### src/rtl/nn_sample_sequencer.sv
// nn_sample_sequencer: queues operand pairs and runs one nn inference
// per pair (reset, gap, enable pulse, wait for done), then offers the
// captured result downstream on a valid/ready port.
// Ports:
//   clk, reset          clock and async active-high reset
//   in_valid/in_ready   operand pair input handshake
//   in_data_1/2         operands (signed)
//   nn_resetn           active-low reset to nn core
//   nn_enable           one-cycle start pulse to nn
//   nn_input_1/2        operands latched for the current sample
//   nn_done             nn finished (sampled only while waiting)
//   nn_final_output     nn result
//   nn_total_ovf/zero   nn flags
//   out_valid/out_ready result output handshake
//   out_data            result, all-ones when overflowed
//   out_ovf/zero        captured flags
//   out_timeout         nn never signalled done for this sample
//   seq_state           FSM state for debug
//   sample_count        results accepted downstream (wraps)
module nn_sample_sequencer #(
  parameter int SIZE           = 32,
  parameter int DEPTH          = 4,
  parameter int RST_CYCLES     = 2,
  parameter int TIMEOUT_CYCLES = 64
) (
  input  logic            clk,
  input  logic            reset,
  input  logic            in_valid,
  output logic            in_ready,
  input  logic [SIZE-1:0] in_data_1,
  input  logic [SIZE-1:0] in_data_2,
  output logic            nn_resetn,
  output logic            nn_enable,
  output logic [SIZE-1:0] nn_input_1,
  output logic [SIZE-1:0] nn_input_2,
  input  logic            nn_done,
  input  logic [SIZE-1:0] nn_final_output,
  input  logic            nn_total_ovf,
  input  logic            nn_total_zero,
  output logic            out_valid,
  input  logic            out_ready,
  output logic [SIZE-1:0] out_data,
  output logic            out_ovf,
  output logic            out_zero,
  output logic            out_timeout,
  output logic [2:0]      seq_state,
  output logic [15:0]     sample_count
);

  localparam int AW   = $clog2(DEPTH);
  localparam int CW   = AW + 1;
  localparam int CMAX = (TIMEOUT_CYCLES > RST_CYCLES) ?
                        TIMEOUT_CYCLES : RST_CYCLES;
  localparam int NW   = $clog2(CMAX + 1);

  typedef enum logic [2:0] {
    S_IDLE   = 3'd0,
    S_NN_RST = 3'd1,
    S_NN_GAP = 3'd2,
    S_LAUNCH = 3'd3,
    S_WAIT   = 3'd4,
    S_OUTPUT = 3'd5
  } state_e;

  // FIFO storage and pointers
  logic [2*SIZE-1:0] mem_q [DEPTH];
  logic [AW-1:0]     wr_ptr_q, wr_ptr_d;
  logic [AW-1:0]     rd_ptr_q, rd_ptr_d;
  logic [CW-1:0]     count_q, count_d;
  logic              full, empty, push, pop;
  logic [2*SIZE-1:0] head;

  // sequencer state
  state_e            state_q, state_d;
  logic [NW-1:0]     cnt_q, cnt_d;
  logic [SIZE-1:0]   in1_q, in1_d;
  logic [SIZE-1:0]   in2_q, in2_d;
  logic              rstn_q, rstn_d;
  logic              en_q, en_d;
  logic              vld_q, vld_d;
  logic [SIZE-1:0]   data_q, data_d;
  logic              ovf_q, ovf_d;
  logic              zero_q, zero_d;
  logic              to_q, to_d;
  logic [15:0]       scnt_q, scnt_d;

  assign full  = (count_q == CW'(DEPTH));
  assign empty = (count_q == '0);
  assign push  = in_valid && !full;
  assign pop   = (state_q == S_IDLE) && !empty;
  assign head  = mem_q[rd_ptr_q];

  always_comb begin
    wr_ptr_d = wr_ptr_q + AW'(push);
    rd_ptr_d = rd_ptr_q + AW'(pop);
    count_d  = count_q + CW'(push) - CW'(pop);
  end

  always_ff @(posedge clk) begin
    if (push) mem_q[wr_ptr_q] <= {in_data_2, in_data_1};
  end

  always_comb begin
    state_d = state_q;
    cnt_d   = cnt_q;
    in1_d   = in1_q;
    in2_d   = in2_q;
    data_d  = data_q;
    ovf_d   = ovf_q;
    zero_d  = zero_q;
    to_d    = to_q;
    scnt_d  = scnt_q;
    unique case (state_q)
      S_IDLE: begin
        if (!empty) begin
          in1_d   = head[SIZE-1:0];
          in2_d   = head[2*SIZE-1:SIZE];
          cnt_d   = '0;
          state_d = S_NN_RST;
        end
      end
      S_NN_RST: begin
        if (cnt_q == NW'(RST_CYCLES - 1)) begin
          state_d = S_NN_GAP;
        end else begin
          cnt_d = cnt_q + NW'(1);
        end
      end
      S_NN_GAP: state_d = S_LAUNCH;
      S_LAUNCH: begin
        cnt_d   = '0;
        state_d = S_WAIT;
      end
      S_WAIT: begin
        if (nn_done) begin
          ovf_d   = nn_total_ovf;
          zero_d  = nn_total_zero;
          to_d    = 1'b0;
          data_d  = nn_total_ovf ? {SIZE{1'b1}} : nn_final_output;
          state_d = S_OUTPUT;
        end else if (cnt_q == NW'(TIMEOUT_CYCLES - 1)) begin
          ovf_d   = 1'b0;
          zero_d  = 1'b0;
          to_d    = 1'b1;
          data_d  = '0;
          state_d = S_OUTPUT;
        end else begin
          cnt_d = cnt_q + NW'(1);
        end
      end
      S_OUTPUT: begin
        if (out_ready) begin
          scnt_d  = scnt_q + 16'd1;
          state_d = S_IDLE;
        end
      end
      default: state_d = S_IDLE;
    endcase
    // strobes are registered from the next state
    rstn_d = (state_d != S_NN_RST);
    en_d   = (state_d == S_LAUNCH);
    vld_d  = (state_d == S_OUTPUT);
  end

  always_ff @(posedge clk or posedge reset) begin
    if (reset) begin
      wr_ptr_q <= '0;
      rd_ptr_q <= '0;
      count_q  <= '0;
      state_q  <= S_IDLE;
      cnt_q    <= '0;
      in1_q    <= '0;
      in2_q    <= '0;
      rstn_q   <= 1'b1;
      en_q     <= 1'b0;
      vld_q    <= 1'b0;
      data_q   <= '0;
      ovf_q    <= 1'b0;
      zero_q   <= 1'b0;
      to_q     <= 1'b0;
      scnt_q   <= '0;
    end else begin
      wr_ptr_q <= wr_ptr_d;
      rd_ptr_q <= rd_ptr_d;
      count_q  <= count_d;
      state_q  <= state_d;
      cnt_q    <= cnt_d;
      in1_q    <= in1_d;
      in2_q    <= in2_d;
      rstn_q   <= rstn_d;
      en_q     <= en_d;
      vld_q    <= vld_d;
      data_q   <= data_d;
      ovf_q    <= ovf_d;
      zero_q   <= zero_d;
      to_q     <= to_d;
      scnt_q   <= scnt_d;
    end
  end

  // nn is held in reset for as long as we are
  assign nn_resetn    = rstn_q && !reset;
  assign nn_enable    = en_q;
  assign nn_input_1   = in1_q;
  assign nn_input_2   = in2_q;
  assign in_ready     = !full;
  assign out_valid    = vld_q;
  assign out_data     = data_q;
  assign out_ovf      = ovf_q;
  assign out_zero     = zero_q;
  assign out_timeout  = to_q;
  assign seq_state    = state_q;
  assign sample_count = scnt_q;

endmodule

### config.mk
export PLATFORM = sky130hd
export DESIGN_NAME = nn_sample_sequencer
export DESIGN_NICKNAME = d
export VERILOG_FILES = /design/src/rtl/nn_sample_sequencer.sv
export SDC_FILE = /design/constraint.sdc
export NUM_CORES = 1
export LEC_CHECK = 0
export CAP_MARGIN = 20
export CORE_UTILIZATION = 29
export CTS_BUF_LIST = sky130_fd_sc_hd__clkbuf_16
export CTS_CLUSTER_DIAMETER = 50
export DETAILED_ROUTE_END_ITERATION = 8
export DONT_BUFFER_PORTS = 1
export MAX_ROUTING_LAYER = met4
export SETUP_SLACK_MARGIN = 0.15
export SLEW_MARGIN = 15
export SYNTH_ARGS = -nofsm -noshare
export SYNTH_HDL_FRONTEND = slang
export SYNTH_SLANG_ARGS = --single-unit
### constraint.sdc
create_clock -name clk -period 7.5 [get_ports clk]
set_input_delay 1.5 -clock clk [delete_from_list [all_inputs] [get_ports clk]]
set_output_delay 1.5 -clock clk [all_outputs]
set_load 0.02 [all_outputs]
## After elaboration in Yosys (flattened, before gate mapping)

Memory sizes are Yosys's and may differ from the RTL's. A register that Yosys moved wholly into a read port is not among the register bits.
Index checks and enable logic that the tools add are counted.

| storage, ports and cells | value |
|---|---|
| word-level logic and storage cells | 71 |
| input port bits | 103 |
| bits in registers | 71 |
| memory bits (writable) | 256 |
| memories | 1 |
| output and inout port bits | 122 |

Memory list:

| name | depth | width | rd ports | clocked after memory_dff | wr ports | line | source |
|---|---|---|---|---|---|---|---|
| mem_q | 4 | 64 | 1 | 1 | 1 | 66 | `logic [2*SIZE-1:0] mem_q [DEPTH];` |

| cells by class | value |
|---|---|
| mux-type cells | 21 |
| bitwise logic cells | 1 |
| reduce and logical (&&, ||, !) cells | 14 |
| equal/unequal tests | 15 |
| add/sub/neg operators | 6 |

Operators by type and width:

| cell | number |
|---|---|
| $mux 32 | 3 |
| $mux 7 | 4 |
| $pmux 7 s4 | 1 |
| $pmux 3 s6 | 1 |
| $add 16x1->16 const B | 1 |
| $mux 3 | 5 |
| $eq 3x3->1 const B | 4 |
| $eq 3x2->1 const B | 3 |
| $ne 2x2->1 const B | 4 |
| $add 7x1->7 const B | 1 |
| $eq 7x1->1 const B | 1 |
| $eq 7x6->1 const B | 1 |
| $mux 1 | 7 |
| $logic_not 3->1 | 2 |
| $reduce_and 2->1 | 3 |
| $reduce_and 5->1 | 1 |
| $add 2x1->2 | 2 |
| $reduce_bool 4->1 | 1 |
| $add 3x1->3 | 1 |
| $eq 3x1->1 const B | 1 |
| $logic_and 1x1->1 | 3 |
| $logic_not 1->1 | 3 |
| $ne 3x1->1 const B | 1 |
| $sub 3x1->3 | 1 |
| 2 further kinds | 2 |

## Logic depth before layout (Yosys ltp)

Gate-level depths: netlist of the first run.

| logic depth | value |
|---|---|
| depth in word-level cells | 5 |
| gate-level depth with buffers | 12 |
| mapped depth without buffers | 9 |

## Worst setup path before layout of the first run

No wires, ideal clock.

| timing | value |
|---|---|
| path kind | input to register |
| start | input port in_valid |
| end | memory mem_q[1][0] (netlist bit) (enable) |
| buffers on the path | 0 |
| arrival time | 6328 ps |
| stages | 2 |
| data required time | 6922 ps |
| library setup time | 578 ps |
| setup slack | 594 ps |
| cells stage by stage | nand2_1 nor3b_1 |

| on the way | value |
|---|---|
| word-level cells in the longest chain between the ends | 3 |

Ends and longest elaborated chain:

| item | line | source |
|---|---|---|
| from (decl) | 28 | `input logic in_valid,` |
| $logic_and 1x1->1 | 89 | `assign push = in_valid && !full;` |
| $mux 1 | 100 | `if (push) mem_q[wr_ptr_q] <= {in_data_2, in_data_1};` |
| $mux 1 (not written as such) | 100 |  |
| to (decl) | 66 |  |

Every way passes these cells.

## Worst setup path in the final report of the first run

| timing | value |
|---|---|
| start | input port reset |
| end | output port nn_resetn |

| on the way | value |
|---|---|
| word-level cells in the longest chain between the ends | 2 |

Ends and longest elaborated chain:

| item | line | source |
|---|---|---|
| from (decl) | 27 | `input logic reset,` |
| $logic_not 1->1 | 202 | `assign nn_resetn = rstn_q && !reset;` |
| $logic_and 1x1->1 | 202 |  |
| to (decl) | 32 | `output logic nn_resetn,` |

Every way passes these cells.

==> results of run 1 <==
==> Yosys cell counts, types with 2 or more instances <==
cell,count,share of area [%]
xor2_1,9,0.53
nor4_1,3,0.13
mux4_2,64,9.8
nor3b_1,2,0.10
nand3b_1,2,0.10
a22o_1,2,0.12
a211o_1,2,0.12
clkbuf_1,15,0.38
edfxtp_1,256,52
buf_6,3,0.23
ha_1,7,0.59
nor2_1,14,0.36
mux2_2,64,4.9
buf_4,5,0.25
o21ai_0,37,1.3
inv_1,10,0.25
nand2_1,83,2.1
a31oi_1,3,0.13
xnor2_1,11,0.65
a21oi_1,4,0.14
nor3_1,3,0.10
nand3_1,10,0.34
nor2b_1,3,0.13
buf_2,12,0.41
dfrtp_1,134,23
nand2b_1,4,0.17
and3_1,4,0.17
==> kinds of logic after synthesis <==
| kind of cell | Yosys count |
|---|---|
| flops | 391 |
| simple gates | 142 |
| mux | 129 |
| compound gates | 55 |
| buf+inv | 45 |
| xor+xnor | 20 |
| fa+ha+maj | 8 |
==> per-layer routing <==
layer | part of all wire, % | vias to the layer above | wire length, um
met5 | 0 | - | 0
met4 | 2.5 | 0 | 769
met3 | 11 | 62 | 3400
met2 | 48 | 238 | 14700
met1 | 38 | 3646 | 11700
li1 | - | 3100 | -
==> worst min-delay path by stage <==
stage	slack, ns	depth (start not counted)	end
floorplan	0.46	1	count_q[2]
global placement	0.48	1	count_q[2]
finish	0.49	1	count_q[2]
CTS	0.49	1	count_q[2]
detailed placement	0.48	1	count_q[2]
global route	0.52	1	count_q[2]
==> power groups by stage <==
stage                     clock network [mW]  registers [mW]  logic, mW
after floorplan                            0            3.58       1.28
after global placement                     0            3.77       1.50
after detailed placement                   0            3.79       1.53
after CTS                               2.43            3.75       1.53
after global routing                    2.51            3.82       1.66
final                                   2.36            3.73       1.49
==> final cells by class <==
class,count,area (um^2)
inverter,10,42.5
clock buffer,50,1250
fill,4710,32900
clock inverter,44,422
tap,672,841
sequential,391,11100
multi-input combinational,354,3510
timing repair buffer,12,110
==> sequential cells by signal, indices dropped and copies added (netlist names), 2 cells and up <==
name and count:
cnt_q 7, out_data 32, count_q 3, mem_q 256, seq_state 3, rd_ptr_q 2, nn_input_2 32, nn_input_1 32
wr_ptr_q 2, sample_count 16
==> layout by cell type, fill, tap and decap left out, types with 4 or more instances in the layout <==
master	instances
ha_1	7
clkinv_1	4
a21oi_1	4
mux2_2	64
xnor2_1	11
inv_6	4
inv_1	20
bufinv_16	4
buf_4	11
inv_8	5
clkinv_2	7
o21ai_0	37
edfxtp_1	256
nand3_1	10
mux4_2	64
nor2_1	14
nand2b_1	4
clkbuf_16	50
dfrtp_1	132
nand2_1	83
xor2_1	9
==> flow_summary.ini, run 1 <==
[critical_path]
crit_path_start = reset
cpMaxStageDelayCell = nor2b_1
timing.rr.start = count_q[1]
rr_worst_depth = 6
critPathArrivalTime_ns = 1.81
path_buf_inv = 0
cp_num_cells = 1
cpPeakStageDelay_ns = 0.31
reg2reg_slack_ns = 4.85
cp-start-kind = input pin
crit_family = simple AND/OR/NAND/NOR gates
path_class = in -> out
cp_max_fo = 2
endpoint_kind = primary output
path_cells = nor2b_1
endpoint = nn_resetn
crit_required_ns = 6.00
r2r_end = mem_q[3][16]

[hold_path]
min_from = count_q[2]
hp-class = reg -> reg

[synthesis]
synth_edf_count = 256
synthCells = 790
synth_top_family_by_area = multiplexers
synth_nets = 901
synth_compound_area_share_pct = 2.25
ys_warn_count = 0
synthDistinctLibCells = 51
avgSynthCellArea_um2 = 18.7
synthXorXnorAreaFrac_pct = 1.19
synth_adder_area_share_pct = 0.728
synth.area.mux_share_pct = 14.7
synthArstFlopShare_pct = 34.5
ys_dominant_reg_cell = edfxtp_1
yosys.area_share.simple_pct = 4.74
yosysSeqAreaShare_pct = 74.9
yosys_register_bits = 391
synth_area_um2 = 14800

[floorplanning]
start_util_pct = 29.5
die_w_um = 228
core_area_um2 = 50200
fp.dieH_um = 228
fp.dieArea_um2 = 51900
ios = 225
num_rows = 82

[grt]
track_usage_pct = 12.4
grt_overflow = 0
grt_pass1_wl_um = 47200
top_usage_layer = met2
antenna_found_initial = 0
grt_max_degree = 98
grt_use_met1_pct = 13.4
grt.met3_usage_pct = 6.01
grt_pass1_vias = 7628
grt_use_met2_pct = 19.7

[drt]
wire_per_inst_um = 20.0
ant_nets = 0
drt_iter0_markers = 308
viasPerCell = 4.60
first_pass_iters = 4
drc = 0
wl_um = 30600
routed-via-count = 7046

[run_status]
status = completed

[placed_design]
place_area_um2 = 15500
post-place-ws_ns = 4.12
place_inst = 1438
numPortBuffers = 0
dpl.hpwl_um = 17600
gp_congestion = 0.822

[power]
p_total_mw = 7.58
ir_drop_mv = 0.244
total_leakage_power_nw = 6.34
sw_frac_of_total_pct = 32.6
p_comb_share_pct = 19.7
power.density_nw_per_um2 = 439
p_seq_share_pct = 49.2
clkPwrFrac_pct = 31.1
p_sw_mw = 2.47
internal_power_mw = 5.11

[timing]
rsz0062_at_grt = false
timing.hold.ws_ns = 0.485
postLayoutSetupSlackWorst_ns = 4.19
finalHoldViolCount = 0
tightest_slew_ns = 1.11
fin_crit_sh_pct = 44.1
fmax_mhz = 302
finalMaxSlewViolations = 0
finalCriticalPeriod_ns = 3.31
finalClockSkew_ns = 0.0434
setup-tns-final_ns = 0
relSlewSlack_pct = 25.8
finalSetupViolations = 0

[finish]
stdcell_area_um2 = 17200
drive_above_1_share_pct = 27.5
nNetsFinal = 930
synthToLayoutAreaGrowth_pct = 16.7
layout.cells.non_filler = 1533
utilization_pct = 34.4
antennaDiodeCount = 0

[clock_tree]
cts-resized-gates = 0
cts_made_buffers = 50
clock_latency_ns = 0.59
cts_tree = yes
h-tree-depth = 2
clk_pin_slew_ns = 0.05
cts_root_buffer = clkbuf_16
clock-sinks = 391
cts_hold_buf = 0
cts_buffer_depth = 3
cts_setup_buffers = 0

[run]
cap_violations = 0
(Power assumes the default switching activity.)
==> run 2: changes to the inputs <==
Clock period 7.5 ns to 3.1 ns, I/O delays scaled along.
==> run 2 against run 1 <==
Effect of this change: clock power increased by 140%; die area unchanged; first-iteration DRC count increased by 18%; largest cell class unchanged; critical path depth increased by 8; highest routed layer unchanged.
==> flow_summary.ini, run 2 (synthesis gave the netlist of run 1 again) <==
[run]
cap_violations = 0

[critical_path]
r2r_end = count_q[2]
path_class = reg -> reg
rr_worst_depth = 9
endpoint_kind = flop
crit_path_start = count_q[1]
reg2reg_slack_ns = 0.69
cpMaxStageDelayCell = dfrtp_1
path_cells = nor2_1, nand2_1, nand2_1, ha_1, inv_1, ha_1, fa_1, xor2_1, xnor2_1
crit_family = adder cells
cp_max_fo = 5
cpPeakStageDelay_ns = 0.38
timing.rr.start = count_q[1]
crit_required_ns = 3.55
path_buf_inv = 1
critPathArrivalTime_ns = 2.86
cp-start-kind = flop

[drt]
wire_per_inst_um = 19.7
drc = 0
first_pass_iters = 4
drt_iter0_markers = 363
ant_nets = 0
top_layer = met4
wl_met1_um = 11500
route.met3.wl_um = 3000
routed-via-count = 7090
wl_um = 30300
wl_met2_um = 14900
viasPerCell = 4.61

[floorplanning]
core_area_um2 = 50200
fp.dieArea_um2 = 51900
fp.dieH_um = 228
num_rows = 82
die_w_um = 228
ios = 225
start_util_pct = 29.5

[clock_tree]
cts_root_buffer = clkbuf_16
clock_latency_ns = 0.59
cts_setup_buffers = 0
cts_hold_buf = 0
cts-resized-gates = 0
clock-sinks = 391
clk_pin_slew_ns = 0.06
cts_tree = yes
cts_made_buffers = 50
h-tree-depth = 2
cts_buffer_depth = 3

[grt]
track_usage_pct = 12.2
grt_pass1_wl_um = 46600
grt_overflow = 0
antenna_found_initial = 2
grt_max_degree = 93
grt_pass1_vias = 7548

[finish]
nNetsFinal = 933
synthToLayoutAreaGrowth_pct = 17.3
drive_above_1_share_pct = 27.8
largest_reg_flops = 256
multiInputGateArea_um2 = 3530
seqCellArea_um2 = 11100
top_register = mem_q
final_cell_mix = edfxtp_1 (256), dfrtp_1 (132), nand2_1 (83)
fillers = 4696
final_common_cell = edfxtp_1

[timing]
rsz0062_at_grt = false
finalClockSkew_ns = 0.0203
postLayoutSetupSlackWorst_ns = 0.695
fin_crit_sh_pct = 77.6
fmax_mhz = 416
finalMaxSlewViolations = 0
relSlewSlack_pct = 52.3
setup-tns-final_ns = 0
finalCriticalPeriod_ns = 2.41
finalSetupViolations = 0
timing.hold.ws_ns = 0.0730
tightest_slew_ns = 0.715
finalHoldViolCount = 0

[power]
sw_frac_of_total_pct = 32.3
total_leakage_power_nw = 6.35
p_seq_share_pct = 48.5
power.density_nw_per_um2 = 1060
internal_power_mw = 12.4
p_comb_share_pct = 20.8
ir_drop_mv = 0.515
clkPwrFrac_pct = 30.7
p_sw_mw = 5.92

[placed_design]
post-place-ws_ns = 0.702
numPortBuffers = 0
gp_congestion = 0.824
dpl.hpwl_um = 17400

[hold_path]
hp-class = in -> async

[run_status]
status = completed
==> run 2: how the worst max path moves through the flow <==
stage                             end  depth (start not counted)  slack, ns
final                      count_q[2]                          9       0.69
after global routing       count_q[2]                          9       0.58
after CTS                  count_q[2]                          9       0.68
after detailed placement   count_q[2]                          9       0.70
after global placement     count_q[2]                          9       0.75
after floorplan           mem_q[1][0]                          4       0.11
==> run 2: area by class of cell <==
cell class              count  share of cell area, %
well taps                 672                   4.85
multi-input cells         354                   20.3
inverters                  10                  0.238
repair buffers             15                   1.15
flip-flops and latches    391                   63.9
clock inverters            43                   2.28
diodes                      2                 0.0289
clock buffers              50                   7.22
==> run 2: routing by layer <==
layer | track usage [%] | vias to the layer above
li1 | - | 3108
met1 | 13.4 | 3695
met2 | 19.5 | 222
met3 | 5.25 | 65
met4 | 5.03 | 0
met5 | - | -
==> run 2: power groups by stage <==
| stage | registers (mW) | logic, mW | clock network [mW] |
|---|---|---|---|
| finish | 8.88 | 3.80 | 5.63 |
| global route | 9.05 | 4.24 | 6.02 |
| CTS | 8.93 | 3.96 | 5.81 |
| detailed placement | 9.02 | 3.95 | 0 |
| global placement | 8.97 | 3.89 | 0 |
| floorplan | 8.60 | 3.13 | 0 |
==> run 2: stage by stage <==
stage | instance area [um^2] | util [%] | cells | power (mW)
2_1_floorplan | 14800 | - | 790 | 11.7
3_3_place_gp | 15700 | 31.3 | 1442 | 12.9
3_5_place_dp | 15700 | 31.3 | 1442 | 13.0
4_1_cts | 17300 | 34.5 | 1535 | 18.7
5_1_grt | 17300 | 34.6 | 1537 | 19.3
6_report | 17300 | 34.6 | 1537 | 18.3
==> run 2: worst reg2reg max path: stages, from the launching register on <==
cell and delay, ns:
dfrtp_1 0.38, nor2_1 0.05, nand2_1 0.26, nand2_1 0.33, ha_1 0.38, inv_1 0.04
ha_1 0.18, fa_1 0.38, xor2_1 0.16, xnor2_1 0.13
